`src/rtl/gray_burst_arbiter.sv`:
```
// Round-robin owner of a shared external 3-bit gray counter: clears it, steps it Len+1 times,
// then reports the final gray value and wrap flag for one cycle.
module gray_burst_arbiter #(
   parameter int LEN_W  = 3,
   parameter int GRAY_W = 3
) (
   input  logic              Clk,
   input  logic              Reset,
   input  logic              Req0,
   input  logic [LEN_W-1:0]  Len0,
   input  logic              Req1,
   input  logic [LEN_W-1:0]  Len1,
   output logic              Grant0,
   output logic              Grant1,
   output logic              Busy,
   output logic              Done,
   output logic [GRAY_W-1:0] Result_Gray,
   output logic              Result_Wrap,
   output logic              Cnt_Reset,
   output logic              Cnt_En,
   input  logic [GRAY_W-1:0] Cnt_Output,
   input  logic              Cnt_Overflow
);

   typedef enum logic [1:0] {
      S_IDLE,
      S_CLEAR,
      S_RUN,
      S_DONE
   } state_t;

   state_t             r_state;
   logic               r_last;
   logic [LEN_W-1:0]   r_len;
   logic [LEN_W-1:0]   r_step;
   logic               r_grant0;
   logic               r_grant1;
   logic               r_busy;
   logic               r_clear;
   logic               r_cnt_en;
   logic               r_done;

   logic               w_pick0;
   logic               w_pick1;

   // On a tie the requester that was not served last wins.
   assign w_pick0 = Req0 & (~Req1 | r_last);
   assign w_pick1 = Req1 & (~Req0 | ~r_last);

   always_ff @(posedge Clk) begin
      if (Reset) begin
         r_state  <= S_IDLE;
         r_last   <= 1'b1;
         r_step   <= '0;
         r_grant0 <= 1'b0;
         r_grant1 <= 1'b0;
         r_busy   <= 1'b0;
         r_clear  <= 1'b0;
         r_cnt_en <= 1'b0;
         r_done   <= 1'b0;
      end else begin
         case (r_state)
            S_IDLE: begin
               if (w_pick0) begin
                  r_last   <= 1'b0;
                  r_len    <= Len0;
                  r_grant0 <= 1'b1;
                  r_busy   <= 1'b1;
                  r_clear  <= 1'b1;
                  r_state  <= S_CLEAR;
               end else if (w_pick1) begin
                  r_last   <= 1'b1;
                  r_len    <= Len1;
                  r_grant1 <= 1'b1;
                  r_busy   <= 1'b1;
                  r_clear  <= 1'b1;
                  r_state  <= S_CLEAR;
               end
            end
            S_CLEAR: begin
               r_clear  <= 1'b0;
               r_cnt_en <= 1'b1;
               r_step   <= '0;
               r_state  <= S_RUN;
            end
            S_RUN: begin
               if (r_step == r_len) begin
                  r_cnt_en <= 1'b0;
                  r_done   <= 1'b1;
                  r_state  <= S_DONE;
               end else begin
                  r_step <= r_step + 1'b1;
               end
            end
            S_DONE: begin
               r_done   <= 1'b0;
               r_grant0 <= 1'b0;
               r_grant1 <= 1'b0;
               r_busy   <= 1'b0;
               r_state  <= S_IDLE;
            end
            default: begin
               r_state <= S_IDLE;
            end
         endcase
      end
   end

   // The counter's final value only settles on the edge entering DONE, so results pass through.
   assign Result_Gray = r_done ? Cnt_Output : '0;
   assign Result_Wrap = r_done & Cnt_Overflow;
   assign Cnt_Reset   = Reset | r_clear;
   assign Cnt_En      = r_cnt_en;
   assign Grant0      = r_grant0;
   assign Grant1      = r_grant1;
   assign Busy        = r_busy;
   assign Done        = r_done;

endmodule
```
`config.mk`:
```
export PLATFORM = sky130hd
export DESIGN_NAME = gray_burst_arbiter
export DESIGN_NICKNAME = d
export VERILOG_FILES = /design/src/rtl/gray_burst_arbiter.sv
export SDC_FILE = /design/constraint.sdc
export NUM_CORES = 1
export LEC_CHECK = 0
export CAP_MARGIN = 30
export CORE_MARGIN = 1.5
export CORE_UTILIZATION = 45
export DETAILED_ROUTE_END_ITERATION = 16
export GPL_TIMING_DRIVEN = 0
export PLACE_DENSITY_LB_ADDON = 0.2
export SYNTH_ARGS = -nofsm -noshare
export SYNTH_HDL_FRONTEND = slang
export SYNTH_SLANG_ARGS = --single-unit
```
`constraint.sdc`:
```
create_clock -name Clk -period 2.1 [get_ports Clk]
set_clock_uncertainty 0.2 [all_clocks]
set_input_delay 0.42 -clock Clk [delete_from_list [all_inputs] [get_ports Clk]]
set_output_delay 0.42 -clock Clk [all_outputs]
set_load 0.005 [all_outputs]
```
-- After elaboration in Yosys (flattened, before gate mapping)
Index checks and enable logic that the tools add are counted.
- output and inout port bits: 10
- register bits after elaboration: 15
- add/subtract/negate cells: 1
- equal/unequal tests: 10
- reduce and logical (&&, ||, !) cells: 16
- bitwise logic cells: 10
- mux-type cells: 22
- operators with widths (cell ; count):
    $reduce_and 2->1 ; 8
    $mux 3 ; 4
    $pmux 1 s2 ; 6
    $ne 2x2->1 const B ; 5
    $reduce_bool 2->1 ; 5
    $pmux 2 s4 ; 1
    $mux 1 ; 7
    $mux 2 ; 3
    $pmux 3 s2 ; 1
    $reduce_and 3->1 ; 2
    $eq 2x2->1 const B ; 2
    $not 1->1 ; 4
    $add 3x1->3 const B ; 1
    $and 1x1->1 ; 3
    $eq 3x3->1 ; 1
    $ne 3x3->1 const B ; 1
    $or 1x1->1 ; 3
    $eq 2x1->1 const B ; 1
    $logic_not 2->1 ; 1

-- Logic depth before layout (Yosys ltp)
- word-level depth: 6
- gate-level depth with buffers: 6
- mapped depth without buffers: 6

-- Least setup slack after synthesis
OpenSTA, ideal clock, no wires.
- kind: reg-to-reg
- start point: register r_state[0]
- end point: register r_step[0]
- library setup time: 0.079 ns
- cell stages (with the launch flop): 6
- path slack: 0.365 ns
- path buffers: 0
- period minus slack after synthesis: 1.735 ns
- arrival: 1.456 ns
- required time: 1.821 ns
- cells stage by stage: dfxtp_1 -> inv_1 -> ha_1 -> or4b_4 -> nor2b_4 -> a211oi_2
- longest elaborated chain between the ends: 3
- RTL lines (item ; line ; text):
    start: declaration ; 32 ; state_t r_state;
    start signal: assignment ; 52 ; r_state <= S_IDLE;
    start signal: assignment ; 70 ; r_state <= S_CLEAR;
    start signal: assignment ; 77 ; r_state <= S_CLEAR;
    $eq 2x2->1 / $eq 2x1->1 (equally long branches) ; 62 ; case (r_state)
    $ne 2x2->1 (no line) / $reduce_bool 2->1 (equally long branches) ; n/a ;
    $reduce_and 2->1 (no line) ; n/a ;
    end signal: assignment ; 92 ; r_step <= r_step + 1'b1;
    end: declaration ; 35 ; logic [LEN_W-1:0] r_step;
Parallel ways exist; a longest one is shown, timed or not.
A chain may end at the register's enable or synchronous reset.

-- Final worst setup path
- start point: input Reset
- end point: output Cnt_Reset
- longest elaborated chain between the ends: 1
- RTL lines (item ; line ; text):
    start: declaration ; 8 ; input logic Reset,
    $or 1x1->1 ; 112 ; assign Cnt_Reset = Reset | r_clear;
    end: declaration ; 19 ; output logic Cnt_Reset,
No other way between the ends.

==> summary.txt <==
drt drc - 0
worst hold-check path type - register to register
synthesized area - 831 µm²
GR Util All Layers - 17.4%
vias per cell - 4.96
Worst VDD drop - 0.000857 V
largest net degree at the start of global routing - 10
Initial Util - 48.1%
Sw Pwr - 0.409 mW
clock root cell - clkbuf_4
Critical-path top delay cell - dlygate4sd2_1
Max Slew Vio Count - 0
DIE WIDTH - 46.0 µm
Slew HR - 74.1%
gr ovfl total - 0
initial antenna violation count - 0
Seq pwr share - 38.2%
Post-Syn Nets - 109
antenna viol nets, final - 0
Max H-tree Level - 1
Yosys reg bits - 15
Req. time, crit path - 1.48 ns
CTS tree - done
Worst-Margin Slew - 0.385 ns
number of port buffers - 23
Sw Ratio - 36.4%
top cells by area, synth - dfxtp_1 29%, edfxtp_1 11%, ha_1 9.0%
Inserted Clock Buffers - 3
first-pass GRT wire length - 2530 µm
core area - 1730 µm²
Logic pwr share - 47.4%
DP HPWL - 1290 µm
FMAX - 0.518 GHz
status - completed
RSZ-0062 raised after global routing - false
worst-path fanout max - 7
Die Area - 2110 µm²
crit path cell chain - clkdlybuf4s15_2 -> clkbuf_8 -> or2_2 -> dlygate4sd2_1
total wire length - 1600 µm
post-layout min period - 1.93 ns
Avg WL per Cell - 11.3 µm
Clock power frac - 14.4%
most area-hungry cell type in the Yosys netlist - dfxtp_1
Vias - 704
Post-Synthesis Mean Instance Area - 9.33 µm²
DRT iter0 DRCs - 3
PwrDens - 988 nW/µm²
Clock Path Buffers - 2
Clk Latency, worst-skew pair - 0.28 ns
# IOs - 24
Design Area, Final - 1140 µm²
post-layout util - 65.9%
Clk pin slew, worst setup/hold paths - 0.08 ns
Ant. Diodes - 0
vias in the first global route - 641
arrival time worst endpoint - 1.31 ns
CP endpoint kind - output port
synthesized netlist cell count - 89
static leakage - 0.498 nW
Area Growth Syn to Fin - 37.0%
top cell type's share of synthesized area - 28.9%
setup violators final - 0
worst slack at placement - -0.596 ns
Total Power - 1.13 mW
drt first pass iters - 3
hold_buf cts - 0
synth warn - 0
chip height - 46.0 µm
register area share after synthesis - 39.8%
Distinct cells, synth - 31
Critical Path Max Stage Delay - 0.26 ns
gpl congestion - 0.785
WS Path Type - input pin to output port
layout cell share with drive strength beyond 1 - 12.0%
final worst setup slack - 0.169 ns
Startpoint Class - input pin
Internal Power - 0.716 mW
Max-Cap Viols - 0
Final period util - 91.9%
Clock Sinks - 15
placed inst area - 1090 µm²
Rows - 15
Nets - 138
final hold vios - 0
## critical path: cells and delay by family
kind / cells / cell delay (ns)
buf+inv: 3 / 0.64
simple gates: 1 / 0.25
## metal layers
layer,part of all wire (%),global-route usage [%],vias up
met1,43,18.3,317
met4,2.7,12.0,0
li1,-,-,368
met2,49,30.8,15
met5,0,0,-
met3,4.5,2.78,4
## placed cells by master (no fill, tap or decap)
cell,instances
clkdlybuf4s50_1,17
dfxtp_1,12
nor2_1,11
a21oi_1,10
nand2b_1,6
ha_1,6
nand2_1,5
and2_1,4
inv_1,3
mux2_2,3
xor2_1,3
clkbuf_4,3
dlygate4sd2_1,3
edfxtp_1,3
o21ai_0,2
or2_2,2
o21ai_1,2
dlymetal6s2s_1,2
clkbuf_8,1
o31ai_1,1
mux2_1,1
a21boi_0,1
nand4_1,1
a21bo_1,1
a211oi_1,1
or3b_1,1
or4b_4,1
nor2b_1,1
o31a_1,1
mux2i_1,1
a31oi_1,1
o21a_1,1
nor2b_4,1
nand3b_1,1
a211oi_2,1
clkbuf_1,1
clkdlybuf4s15_2,1
buf_4,1
## layout make-up
type	instances	area (µm²)
fill	145	588
multi-input combinational	70	485
sequential	15	330
timing repair buffer	24	240
tap	25	31.3
clock buffer	4	26.3
buffer	1	13.8
inverter	3	11.3
## cells in the mapped netlist
cell,count
inv_1,3
mux2_1,1
a31oi_1,1
and2_1,4
clkbuf_1,1
or3b_1,1
nand2b_1,6
a211oi_2,1
o31ai_1,1
nor2b_1,1
dfxtp_1,12
ha_1,6
nand2_1,5
a21bo_1,1
nor2b_4,1
o21a_1,1
mux2i_1,1
nand3b_1,1
o31a_1,1
edfxtp_1,3
or2_2,2
a21boi_0,1
a211oi_1,1
nor2_1,11
a21oi_1,10
mux2_2,3
o21ai_0,2
or4b_4,1
o21ai_1,2
nand4_1,1
xor2_1,3
## registers in the layout, summed over array words and instances (netlist names)
| name | flops |
|---|---|
| Busy | 1 |
| r_len | 3 |
| Grant0 | 1 |
| r_state | 2 |
| r_clear | 1 |
| Cnt_En | 1 |
| Done | 1 |
| Grant1 | 1 |
| r_step | 3 |
| r_last | 1 |
## through the flow
step                hold WS [ns]  instances  TNS, ns
floorplan                  0.247         89        0
global placement           0.261        137   -0.600
detailed placement         0.272        137   -0.622
CTS                        0.287        142        0
global route               0.307        142        0
finish                     0.282        142        0
## worst paths after layout
kind,start,end,slack (ns),cells past startpoint
max,Reset,Cnt_Reset,0.17,4
min,Grant0,Grant0,0.28,2
max reg2reg,r_state[0],r_step[0],0.21,5
min reg2reg,Grant0,Grant0,0.28,2
## power groups by stage
stage / combinational, mW / sequential [mW] / clock [mW]
finish: 0.533 / 0.430 / 0.162
global route: 0.610 / 0.441 / 0.177
CTS: 0.541 / 0.431 / 0.166
detailed placement: 0.539 / 0.438 / 0
global placement: 0.523 / 0.435 / 0
floorplan: 0.366 / 0.433 / 0
## logic make-up (layout without fill, tap and decap cells)
family / count (synthesis) / in the layout / synth area share (%)
muxes: 5 / 5 / 6.63
AOI/OAI and AO/OA: 22 / 22 / 16.6
adders and majority gates: 6 / 6 / 9.04
buffers and inverters: 4 / 32 / 1.81
and+or+nand+nor: 34 / 34 / 23.0
xor gates and xnor gates: 3 / 3 / 3.16
DFF: 15 / 15 / 39.8
## repair_timing
item	CTS	global route
setup endpoints to repair	3	2
gates cloned	0	0
resized for setup	9	2
setup buffers	1	0
Power figures use the tool's default switching activity.
